[config.mk]
export PLATFORM = sky130hd
export DESIGN_NAME = bg_tile_renderer
export DESIGN_NICKNAME = d
export VERILOG_FILES = /design/src/rtl/bg_pkg.sv /design/src/rtl/bg_attr_decode.sv /design/src/rtl/bg_tile_renderer.sv
export SDC_FILE = /design/constraint.sdc
export NUM_CORES = 1
export LEC_CHECK = 0
export ABC_AREA = 1
export BUFFER_PORTS_ARGS = -buffer_cell sky130_fd_sc_hd__buf_2
export CAP_MARGIN = 20
export CORE_MARGIN = 1.5
export CORE_UTILIZATION = 50
export CTS_CLUSTER_SIZE = 25
export DETAILED_ROUTE_END_ITERATION = 7
export PLACE_DENSITY = 0.88
export SKIP_LAST_GASP = 1
export SYNTH_ARGS = -nofsm -noshare
export SYNTH_HDL_FRONTEND = slang
export SYNTH_SLANG_ARGS = --single-unit
[constraint.sdc]
create_clock -name clk -period 4.8 [get_ports clk]
set_input_delay 0.72 -clock clk [delete_from_list [all_inputs] [get_ports clk]]
set_output_delay 0.72 -clock clk [all_outputs]
set_load 0.05 [all_outputs]
[src/rtl/bg_pkg.sv]
// Shared background-tile definitions: map geometry, attribute word layout and
// the attribute struct used by both the renderer and the game_engine writers.
package bg_pkg;

   localparam int TILE_W       = 16;
   localparam int TILE_SHIFT   = $clog2(TILE_W);
   localparam int TILE_COLS    = 40;
   localparam int TILE_ROWS    = 30;
   localparam int SHEET_ADDR_W = 14;

   localparam int H_ACTIVE = TILE_COLS * TILE_W;
   localparam int V_ACTIVE = TILE_ROWS * TILE_W;

`ifdef BG_HUD_LOCK_EN
   localparam int HUD_LINES = 32;
`endif

   localparam logic [11:0] KEY_COLOR = 12'hF0F;
   localparam logic [11:0] BG_COLOR  = 12'h000;

   // Bit positions inside the 32-bit tile attribute word.
   localparam int ATTR_COL_LSB = 0;
   localparam int ATTR_ROW_LSB = 3;
   localparam int ATTR_XFLIP   = 6;
   localparam int ATTR_YFLIP   = 7;
   localparam int ATTR_ENABLE  = 8;

   typedef struct packed {
      logic [22:0] rsvd;
      logic        en;
      logic        yflip;
      logic        xflip;
      logic [2:0]  row;
      logic [2:0]  col;
   } bg_attr_t;

   // Per-pixel sideband carried alongside the RAM/ROM latency.
   typedef struct packed {
      logic       v;
      logic [3:0] px;
      logic [3:0] py;
   } bg_side_t;

endpackage

[src/rtl/bg_attr_decode.sv]
// Combinational tile-attribute unpack: applies the flips to the in-tile pixel
// position and forms the 128x128 sprite-sheet address.
module bg_attr_decode
   import bg_pkg::*;
(
   input  logic [31:0]             attr_i,
   input  logic [3:0]              px_i,
   input  logic [3:0]              py_i,
   output logic [SHEET_ADDR_W-1:0] sheet_addr_o,
   output logic                    en_o
);

   logic [2:0] col;
   logic [2:0] row;
   logic [3:0] px_f;
   logic [3:0] py_f;
   logic       unused_attr_bits;

   always_comb begin
      col  = attr_i[ATTR_COL_LSB +: 3];
      row  = attr_i[ATTR_ROW_LSB +: 3];
      // Within a 4-bit tile coordinate, 15-p is just the bitwise complement.
      px_f = attr_i[ATTR_XFLIP] ? ~px_i : px_i;
      py_f = attr_i[ATTR_YFLIP] ? ~py_i : py_i;
      sheet_addr_o = {row, py_f, col, px_f};
      en_o         = attr_i[ATTR_ENABLE];
   end

   assign unused_attr_bits = ^attr_i[31:ATTR_ENABLE+1];

endmodule

[src/rtl/bg_tile_renderer.sv]
// Background tile renderer: scan position -> tile RAM -> sprite sheet -> RGB,
// fixed 4-clock pipeline. Define BG_HUD_LOCK_EN to freeze scroll on HUD lines.
module bg_tile_renderer
   import bg_pkg::*;
(
   input  logic                    clk,
   input  logic                    reset,
   input  logic                    video_on,
   input  logic [9:0]              x,
   input  logic [9:0]              y,
   input  logic [3:0]              bg_x_offset,
   output logic [15:0]             bg_ram_rd_addr,
   input  logic [31:0]             bg_ram_rd_data,
   output logic [SHEET_ADDR_W-1:0] sheet_addr,
   input  logic [11:0]             sheet_data,
   output logic [11:0]             pixel_rgb,
   output logic                    pixel_opaque,
   output logic                    de_out
);

   logic [3:0]              eff_off;
   logic [10:0]             sx_sum;
   logic [10:0]             sx;
   logic [15:0]             addr_d, addr_q;
   bg_side_t                side1_d, side1_q, side2_q;
   logic [SHEET_ADDR_W-1:0] sheet_d, sheet_q;
   logic                    en_d, en3_q, en4_q;
   logic                    v3_q, v4_q;
   logic [11:0]             rgb_d, rgb_q;
   logic                    opaque_d, opaque_q;
   logic                    de_q;

   // NOTE: every always_comb output gets a value on every path, so no latch is inferred.
   always_comb begin
      eff_off = bg_x_offset;
`ifdef BG_HUD_LOCK_EN
      if (y < 10'(HUD_LINES)) eff_off = '0;
`endif
      sx_sum = {1'b0, x} + {7'b0, eff_off};
      sx     = (sx_sum >= 11'(H_ACTIVE)) ? sx_sum - 11'(H_ACTIVE) : sx_sum;
      addr_d = 16'(sx >> TILE_SHIFT) + 16'(y >> TILE_SHIFT) * 16'(TILE_COLS);

      side1_d.v  = video_on & (x < 10'(H_ACTIVE)) & (y < 10'(V_ACTIVE));
      side1_d.px = sx[3:0];
      side1_d.py = y[3:0];
   end

   bg_attr_decode u_decode (
      .attr_i       (bg_ram_rd_data),
      .px_i         (side2_q.px),
      .py_i         (side2_q.py),
      .sheet_addr_o (sheet_d),
      .en_o         (en_d)
   );

   always_comb begin
      opaque_d = v4_q & en4_q & (sheet_data != KEY_COLOR);
      rgb_d    = opaque_d ? sheet_data : (v4_q ? BG_COLOR : 12'h000);
   end

   // NOTE: sequential state uses non-blocking assignments so every stage samples pre-edge values.
   always_ff @(posedge clk or posedge reset) begin
      if (reset) begin
         addr_q   <= '0;
         side1_q  <= '0;
         side2_q  <= '0;
         sheet_q  <= '0;
         en3_q    <= 1'b0;
         v3_q     <= 1'b0;
         en4_q    <= 1'b0;
         v4_q     <= 1'b0;
         rgb_q    <= '0;
         opaque_q <= 1'b0;
         de_q     <= 1'b0;
      end else begin
         addr_q   <= addr_d;
         side1_q  <= side1_d;
         side2_q  <= side1_q;
         sheet_q  <= sheet_d;
         en3_q    <= en_d;
         v3_q     <= side2_q.v;
         en4_q    <= en3_q;
         v4_q     <= v3_q;
         rgb_q    <= rgb_d;
         opaque_q <= opaque_d;
         de_q     <= v4_q;
      end
   end

   assign bg_ram_rd_addr = addr_q;
   assign sheet_addr     = sheet_q;
   assign pixel_rgb      = rgb_q;
   assign pixel_opaque   = opaque_q;
   assign de_out         = de_q;

endmodule

==> results of run 1 <==
[state kept, by name, summed over array words and instances (netlist names)]
| signal | cells |
|---|---|
| pixel_rgb | 12 |
| de_out | 1 |
| sheet_addr | 14 |
| side1_q | 9 |
| v4_q | 1 |
| en3_q | 1 |
| pixel_opaque | 1 |
| v3_q | 1 |
| en4_q | 1 |
| bg_ram_rd_addr | 13 |
| side2_q | 9 |
[area by class of cell]
| cell class | instances | area, sq um | area share, % |
|---|---|---|---|
| Multi-Input combinational cell | 158 | 1008 | 29.17 |
| Inverter | 46 | 172.7 | 4.995 |
| Clock buffer | 13 | 158.9 | 4.596 |
| Clock inverter | 1 | 5.005 | 0.1448 |
| Timing Repair Buffer | 89 | 447.9 | 12.96 |
| Sequential cell | 63 | 1577 | 45.60 |
| Tap cell | 70 | 87.58 | 2.533 |
[Yosys cell counts (2+ instances only)]
library cell	instances	area, sq um
dfrtp_1	63	1577
inv_1	43	161.4
nand2_1	41	153.9
nor2_1	22	82.58
nand3_1	19	95.09
ha_1	17	212.7
xor2_1	15	131.4
a21oi_1	7	35.03
nand2_2	5	31.28
nand4_1	4	25.02
xnor2_1	4	35.03
buf_4	3	22.52
fa_1	3	60.06
inv_2	3	11.26
nor4_1	3	18.77
o21ai_0	3	15.01
nand3_2	2	20.02
nand3b_1	2	15.01
[cell usage in the layout (no fill, tap or decap), types with 2 or more instances in the layout]
master	count
buf_2	88
dfrtp_1	63
inv_1	42
nand2_1	41
nor2_1	22
nand3_1	19
ha_1	17
xor2_1	15
clkbuf_8	11
a21oi_1	7
nand2_2	5
inv_2	4
nand4_1	4
xnor2_1	4
conb_1	4
o21ai_0	3
nor4_1	3
fa_1	3
nand3b_1	2
nand3_2	2
clkbuf_1	2
[where the power goes]
group / internal [mW] / switching (mW) / leakage, nW
combinational: 0.0930 / 0.262 / 1.11
clock: 0.209 / 0.164 / 0.0854
sequential: 0.586 / 0.0152 / 0.774
total: 0.888 / 0.442 / 1.97
[cells by family (layout without fill, tap and decap cells)]
logic type                 count (synthesis)  count (layout)  share of synthesized area [%]
adders and majority gates                 20              20                          9.837
DFF                                       63              63                          56.86
and+or+nand+nor                          101             101                          16.92
buffers and inverters                     50             149                          7.175
xor gates and xnor gates                  19              19                          6.002
AOI/OAI and AO/OA                         14              14                          3.069
other                                      1               4                         0.1352
[metal layers]
| metal | part of all wire, % | vias to the layer above |
|---|---|---|
| met3 | 6.7 | 2 |
| li1 | - | 1030 |
| met4 | 0.60 | 0 |
| met5 | 0 | - |
| met1 | 44 | 955 |
| met2 | 49 | 76 |
[worst paths after layout]
check	endpoint	depth (start not counted)	start	slack, ns
max	bg_ram_rd_addr[9]	22	x[0]	1.03
min	side2_q[0]	0	side1_q[0]	0.34
max reg2reg	pixel_rgb[11]	2	v4_q	3.77
min reg2reg	side2_q[0]	0	side1_q[0]	0.34
max in group asynchronous	v3_q	3	reset	3.69
min in group asynchronous	sheet_addr[11]	3	reset	0.62
[per-stage QoR]
stage	std cells	instance area (sq um)	hold slack, ns	power, mW
finish	440	3457	0.3412	1.330
global route	440	3457	0.3475	1.400
CTS	440	3457	0.3439	1.345
detailed placement	426	3293	0.3347	0.9678
global placement	426	3293	0.3316	0.9586
floorplan	271	2784	0.3312	0.8754
==> results.py, run 1 <==
metrics = {
    "floorplanning": {
        "fp-row-count": 26,
        "core_area_sq_um": 5238,
        "die_w_um": 77.47,
        "ioPinCount": 115,
        "fp.dieArea_sq_um": 6001,
        "fp.dieH_um": 77.47,
        "start_util_pct": 52.94,
    },
    "clock_network": {
        "cts_tree": "yes",
        "cts_resized": 0,
        "cts_setup_buffers": 0,
        "cts.root.buffer_cell": "clkbuf_8",
        "cts_hold_buffers": 0,
        "worst_skew_pair.late_latency_ns": 0.31,
        "cts.sinks": 63,
        "clk_pin_slew_ns": 0.06,
        "cts_buffer_depth": 2,
        "cts_made_buffers": 9,
        "htreeDepth": 3,
    },
    "finish": {
        "drive_above_1_share_pct": 31.08,
        "antenna_cells": 0,
        "final_util_pct": 66.01,
        "fin_nets": 458,
        "syn_to_final_growth_pct": 24.68,
        "n_fill_cell": 401,
    },
    "worst_setup_path": {
        "criticalPathCategory": "in -> reg",
        "cp_num_buf_inv": 4,
        "required_ns": 4.99,
        "crit_path_cell_trace": "buf_2, ha_1, inv_1, fa_1, inv_1, nand3_1, nand2_2, nand2_2, xor2_1, ha_1, nand3b_1, nand2_1, inv_2, nand2_2, nand2_1, nand2_1, ha_1, fa_1, a21o_1, a21oi_1, nor2_1, xnor2_1",
        "cpLargestDelayFamily": "adder cells",
        "endpoint_kind": "register",
        "crit_path_start_kind": "input port",
        "worstPathMaxFanout": 5,
        "crit_slowest_cell": "fa_1",
        "cpPeakStageDelay_ns": 0.40,
        "crit_arrival_ns": 3.96,
    },
    "placed_design": {
        "port_buffers": 88,
        "place.gp.congestion": 0.8812,
        "dp_hpwl_um": 4055,
        "post-place-ws_ns": 0.7312,
    },
    "drt": {
        "num_vias": 2063,
        "dr.pass1.iters": 4,
        "drtAntennaViolNets": 0,
        "drt-total-wl_um": 5139,
        "drt-initial-drc-count": 48,
        "avgRoutedWirePerCell_um": 11.68,
        "drcViolationCount": 0,
        "viasPerCell": 4.689,
    },
    "sta": {
        "rsz0062_at_grt": "no",
        "hold_viol_final": 0,
        "fmax_ghz": 0.2650,
        "max_slew_margin_pct": 50.68,
        "final.setup.worst_slack_ns": 1.026,
        "fin_crit_ns": 3.774,
        "fin_tns_setup_ns": 0,
        "maxSlewViolCount": 0,
        "period_share_pct": 78.62,
        "finClkSkew_ns": 0.004304,
        "worstMarginPinSlew_ns": 0.7399,
        "finalSetupViolCount": 0,
    },
    "grt": {
        "grt_overflow": 0,
        "antenna_found_initial": 0,
        "grt.busiest_layer": "met2",
        "grt_pass1_wl_um": 8618,
        "use_met3_pct": 5.412,
        "grt_start_max_net_pins": 64,
        "gr-usage-all-layers_pct": 18.57,
        "grt_pass1_vias": 2031,
        "grt_util_met1_pct": 22.31,
        "grtUsageMet2_pct": 31.05,
    },
    "synthesis": {
        "synth_seq_cells": 63,
        "ys_async_sr_fraction_pct": 100.0,
        "syn_area_sq_um": 2773,
        "synth_area_per_cell_sq_um": 10.35,
        "synthFlopType": "dfrtp_1",
        "yosysWarnings": 0,
        "syn_inst": 268,
        "seq_area_frac_synth_pct": 56.86,
        "ys_types": 27,
        "synth_edf_count": 0,
    },
    "status": {
        "status": "finished clean",
    },
    "pwr": {
        "pwr_density_cell_nw_per_um2": 384.6,
        "worst_ir_drop_vdd_uv": 180.3,
        "leakagePower_nw": 1.972,
    },
    "flow_run": {
        "maxCapViolCount": 0,
    },
    "worst_hold_path": {
        "hp-class": "reg -> reg",
    },
}
Power figures use the tool's default switching activity.
==> run 2: changes to the inputs <==
- CORE_UTILIZATION: 50 -> 43
- PLACE_DENSITY: 0.88 -> 0.81
- clock period: 4.8 -> 3.1 ns (I/O delays scaled with it)
==> run 2 against run 1 <==
Compared with the run above:
- the run now ends with negative setup slack left
- sequential share of layout area is 5.4 points lower
- hold slack got worse by 0.12 ns
- critical path depth stayed put
- sequential power up 55%
- largest power group unchanged
==> results.py, run 2 (synthesis gave the netlist of run 1 again) <==
metrics = {
    "sta": {
        "finClkSkew_ns": 0.007205,
        "finalSetupViolCount": 3,
        "hold_viol_final": 0,
        "max_slew_margin_pct": 59.06,
        "rsz0062_at_grt": "yes",
        "fmax_ghz": 0.3184,
        "period_share_pct": 101.3,
        "holdWs_ns": 0.2223,
        "worstMarginPinSlew_ns": 0.6132,
        "fin_crit_ns": 3.141,
        "final.setup.worst_slack_ns": -0.04117,
        "maxSlewViolCount": 0,
        "fin_tns_setup_ns": -0.07814,
    },
    "worst_setup_path": {
        "criticalPathCategory": "in -> reg",
        "crit_path_start_kind": "input port",
        "endpoint_kind": "register",
        "crit_arrival_ns": 3.38,
        "worstPathMaxFanout": 4,
        "required_ns": 3.34,
    },
    "placed_design": {
        "place.gp.congestion": 0.8549,
        "placed_cell_area_sq_um": 3536,
        "port_buffers": 88,
        "dp_hpwl_um": 4419,
    },
    "grt": {
        "use_met3_pct": 3.678,
        "grt_pass1_wl_um": 9515,
        "grtUsageMet2_pct": 30.16,
        "grt.busiest_layer": "met2",
        "grt_overflow": 0,
        "gr-usage-all-layers_pct": 17.10,
        "antenna_found_initial": 0,
        "grt_util_met1_pct": 20.63,
        "grt_pass1_vias": 2138,
        "grt_start_max_net_pins": 34,
    },
    "pwr": {
        "worst_ir_drop_vdd_uv": 410.3,
        "leakagePower_nw": 2.196,
        "total_power_mw": 2.368,
        "pwr_density_cell_nw_per_um2": 603.6,
    },
    "clock_network": {
        "htreeDepth": 3,
        "cts.sinks": 63,
        "cts_tree": "yes",
        "worst_skew_pair.late_latency_ns": 0.32,
        "clk_pin_slew_ns": 0.07,
        "cts.root.buffer_cell": "clkbuf_8",
        "cts_buffer_depth": 2,
        "cts_hold_buffers": 0,
        "cts_made_buffers": 9,
    },
    "status": {
        "status": "finished with violations",
        "violations": "negative setup slack",
    },
    "finish": {
        "fin_nets": 496,
        "largest_reg_flops": 14,
        "final_common_cell": "buf_2",
        "ff_latch_area_sq_um": 1577,
        "drive_above_1_share_pct": 43.17,
        "syn_to_final_growth_pct": 41.47,
        "n_fill_cell": 509,
        "final_util_pct": 62.49,
        "mostFrequentLayoutCells": "buf_2, dfrtp_1, inv_1, buf_4, nand2_1",
        "multi_input_area_sq_um": 1099,
        "fin_area_sq_um": 3923,
        "antenna_cells": 0,
    },
    "drt": {
        "drcViolationCount": 0,
        "avgRoutedWirePerCell_um": 12.09,
        "viasPerCell": 4.645,
        "drt-total-wl_um": 5890,
        "drt-initial-drc-count": 44,
        "num_vias": 2262,
        "dr.pass1.iters": 5,
        "drtAntennaViolNets": 0,
    },
    "floorplanning": {
        "die_w_um": 83.30,
        "ioPinCount": 115,
        "start_util_pct": 44.17,
        "fp.dieArea_sq_um": 6939,
        "fp.dieH_um": 83.30,
        "core_area_sq_um": 6277,
        "fp-row-count": 29,
    },
    "worst_hold_path": {
        "hp-class": "in -> async",
    },
    "flow_run": {
        "maxCapViolCount": 0,
    },
}
==> run 2: worst paths after layout <==
check / startpoint / to / slack (ns) / cells past startpoint
min in group clk: bg_ram_rd_data[2] / sheet_addr[6] / 0.25 / 1
max in group asynchronous: reset / side2_q[6] / 2.06 / 3
worst max-delay path: bg_x_offset[0] / bg_ram_rd_addr[7] / -0.04 / 22
worst max register to register: v4_q / pixel_rgb[10] / 2.07 / 2
worst min register to register: side1_q[3] / side2_q[3] / 0.35 / 0
worst min-delay path: reset / pixel_rgb[2] / 0.22 / 2
==> run 2: metrics by stage <==
step	std cells	worst slack [ns]
2_1_floorplan	271	-0.1576
3_3_place_gp	460	-0.3629
3_5_place_dp	460	-0.4628
4_1_cts	481	0.01753
5_1_grt	487	-0.2062
6_report	487	-0.04117
==> run 2: cell type report <==
| cell class | instances | area share [%] |
|---|---|---|
| well taps | 77 | 2.456 |
| multi-input cells | 158 | 28.01 |
| clock inverters | 4 | 1.978 |
| inverters | 46 | 4.402 |
| flip-flops and latches | 63 | 40.19 |
| repair buffers | 127 | 19.01 |
| clock buffers | 12 | 3.955 |
==> run 2: timing repair <==
item,in CTS,in global routing
pin swaps,4,13
resized for setup,2,14
setup buffers,5,6
setup endpoints to repair,3,5
==> run 2: power breakdown <==
group	internal (mW)	switching, mW
Clock	0.500	0.292
Combinational	0.207	0.439
Sequential	0.906	0.0241
==> run 2: critical path, stage by stage <==
cell and delay (ns):
buf_6 0.08, ha_4 0.13, inv_2 0.03, fa_2 0.34, inv_2 0.08, nand3_2 0.08, nand2_2 0.11, nand2_4 0.06
xor2_2 0.20, ha_2 0.20, nand3b_1 0.11, nand2_1 0.07, inv_2 0.09, nand2_2 0.07, nand2_2 0.07, nand2_2 0.06
ha_4 0.17, fa_2 0.36, a21o_1 0.17, a21oi_2 0.18, buf_4 0.13, xor2_1 0.13
==> run 2: layer usage <==
metal,vias to the layer above,wire length (um)
li1,1108,-
met1,1059,2492
met2,89,2990
met3,6,355
met4,0,51
met5,-,0
==> run 3: changes to the inputs <==
- CORE_UTILIZATION: 43 -> 48
- PLACE_DENSITY: 0.81 -> 0.85
- SKIP_LAST_GASP: 1 -> unset
- clock period: 3.1 -> 3.3 ns (I/O delays scaled with it)
==> run 3 against run 2 <==
Compared with the run above:
- the run now ends clean
- flip-flop and latch count did not move
- sequential power decreased by 6.2%
- setup slack improved by 0.26 ns
- power is 10% lower
- register-to-register slack improved by 0.19 ns
- largest power group unchanged
- sequential share of layout area rose by 2.8 points
- clock-buffer cell count shrank 2
- critical path depth unchanged
==> results.py, run 3 (synthesis gave the netlist of run 1 again) <==
metrics = {
    "status": {
        "status": "finished clean",
    },
    "finish": {
        "final_util_pct": 66.19,
        "syn_to_final_growth_pct": 32.27,
        "fin_area_sq_um": 3667,
        "drive_above_1_share_pct": 37.05,
        "final_common_cell": "buf_2",
        "fin_nets": 472,
        "largest_reg_flops": 14,
        "mostFrequentLayoutCells": "buf_2, dfrtp_1, nand2_1, inv_1, nor2_1",
        "antenna_cells": 0,
    },
    "sta": {
        "period_share_pct": 93.42,
        "fmax_ghz": 0.3244,
        "worstMarginPinSlew_ns": 0.9263,
        "final.setup.worst_slack_ns": 0.2170,
        "hold_viol_final": 0,
        "finalSetupViolCount": 0,
        "maxSlewViolCount": 0,
        "fin_crit_ns": 3.083,
        "max_slew_margin_pct": 38.16,
        "fin_tns_setup_ns": 0,
        "finClkSkew_ns": 0.005742,
    },
    "worst_setup_path": {
        "r2r_slack_ns": 2.26,
        "endpoint_kind": "register",
        "criticalPathCategory": "in -> reg",
        "r2r-end": "pixel_rgb[3]",
        "crit_arrival_ns": 3.29,
        "required_ns": 3.51,
        "r2r-start": "v4_q",
        "crit_path_start_kind": "input port",
        "worstPathMaxFanout": 4,
        "rr_worst_depth": 2,
    },
    "floorplanning": {
        "fp-row-count": 27,
        "fp.dieH_um": 79,
        "ioPinCount": 115,
        "fp.dieArea_sq_um": 6241,
        "die_w_um": 79,
        "core_area_sq_um": 5540,
        "start_util_pct": 50.05,
    },
    "drt": {
        "drcViolationCount": 0,
        "avgRoutedWirePerCell_um": 11.79,
        "viasPerCell": 4.574,
        "drt-total-wl_um": 5399,
        "num_vias": 2095,
        "drt-initial-drc-count": 61,
        "drtAntennaViolNets": 0,
        "dr.pass1.iters": 4,
    },
    "grt": {
        "grt_overflow": 0,
        "antenna_found_initial": 0,
        "grt_pass1_vias": 2071,
        "grt_pass1_wl_um": 9080,
        "gr-usage-all-layers_pct": 19.21,
        "grt_start_max_net_pins": 49,
    },
    "worst_hold_path": {
        "worst_hold_path.endpoint": "en3_q",
        "hold_depth": 1,
        "hp-class": "in -> reg",
        "hp-start": "bg_ram_rd_data[8]",
    },
    "placed_design": {
        "post-place-ws_ns": -0.2279,
        "placed_cell_area_sq_um": 3412,
        "dp_hpwl_um": 4274,
        "place.gp.congestion": 0.8137,
        "port_buffers": 88,
    },
    "clock_network": {
        "cts_hold_buffers": 0,
        "cts_made_buffers": 9,
        "cts_tree": "yes",
        "htreeDepth": 3,
        "cts.root.buffer_cell": "clkbuf_8",
        "cts_buffer_depth": 2,
        "clk_pin_slew_ns": 0.07,
        "cts.sinks": 63,
        "worst_skew_pair.late_latency_ns": 0.32,
    },
    "flow_run": {
        "maxCapViolCount": 0,
    },
    "pwr": {
        "leakagePower_nw": 2.057,
        "worst_ir_drop_vdd_uv": 433.8,
        "pwr_density_cell_nw_per_um2": 578.1,
    },
}
[run 3: changes by cell type in the layout (fill, tap and decap cells not counted), sizes merged]
cell,delta
clkinvlp,+2
buf,-24
clkbuf,-2
[run 3: worst max path at each step]
| stage | endpoint | cells after the start | slack (ns) | from |
|---|---|---|---|---|
| 2_1_floorplan | bg_ram_rd_addr[9] | 20 | 0.0009 | x[0] |
| 3_3_place_gp | bg_ram_rd_addr[9] | 22 | -0.16 | x[0] |
| 3_5_place_dp | bg_ram_rd_addr[9] | 22 | -0.23 | x[0] |
| 4_1_cts | bg_ram_rd_addr[9] | 22 | 0.11 | x[0] |
| 5_1_grt | bg_ram_rd_addr[11] | 23 | -0.005 | bg_x_offset[0] |
| 6_report | bg_ram_rd_addr[9] | 22 | 0.22 | bg_x_offset[0] |
[run 3: where the power goes]
group	switching [mW]	internal, mW
Combinational	0.395	0.157
Clock	0.274	0.422
Sequential	0.0214	0.851
Total	0.690	1.43
[run 3: timing repair]
| item | CTS | global route |
|---|---|---|
| endpoints found under the setup margin | 0 | 4 |
| setup buffers | 0 | 1 |
| gates resized for setup | 0 | 7 |
| hold endpoints to repair | 0 | 0 |
[run 3: metal layers]
metal | global-route usage (%) | share of wire [%] | routed length, um | vias to the layer above
met5 | 0 | 0 | 0 | -
met4 | 9.474 | 1.7 | 92 | 0
met3 | 3.218 | 6.0 | 323 | 10
met2 | 34.02 | 49 | 2663 | 71
met1 | 22.43 | 43 | 2320 | 953
li1 | - | - | - | 1061
[run 3: through the flow]
stage / cells / power, mW / hold WS [ns]
detailed placement: 441 / 1.436 / 0.3347
global route: 458 / 2.222 / 0.2639
finish: 458 / 2.120 / 0.2745
global placement: 441 / 1.416 / 0.3324
CTS: 457 / 2.133 / 0.2626
floorplan: 271 / 1.278 / 0.3312
[run 3: area by class of cell]
type | count | area, sq um
inverter | 46 | 172.7
timing repair buffer | 103 | 565.5
clock buffer | 10 | 127.6
sequential | 63 | 1577
fill | 419 | 1873
multi-input combinational | 158 | 1050
clock inverter | 6 | 85.08
tap | 72 | 90.09
[run 3: worst max-delay path, cell delays in order]
cell and delay [ns]:
buf_6 0.08, ha_4 0.13, inv_2 0.04, fa_2 0.36
inv_2 0.07, nand3_2 0.07, nand2_2 0.09, nand2_2 0.08
xor2_2 0.16, ha_2 0.19, nand3b_1 0.12, nand2_1 0.07
inv_2 0.09, nand2_2 0.06, nand2_1 0.07, nand2_1 0.05
ha_2 0.18, fa_2 0.33, a21o_1 0.19, a21oi_2 0.19
nor2_2 0.07, xnor2_1 0.12
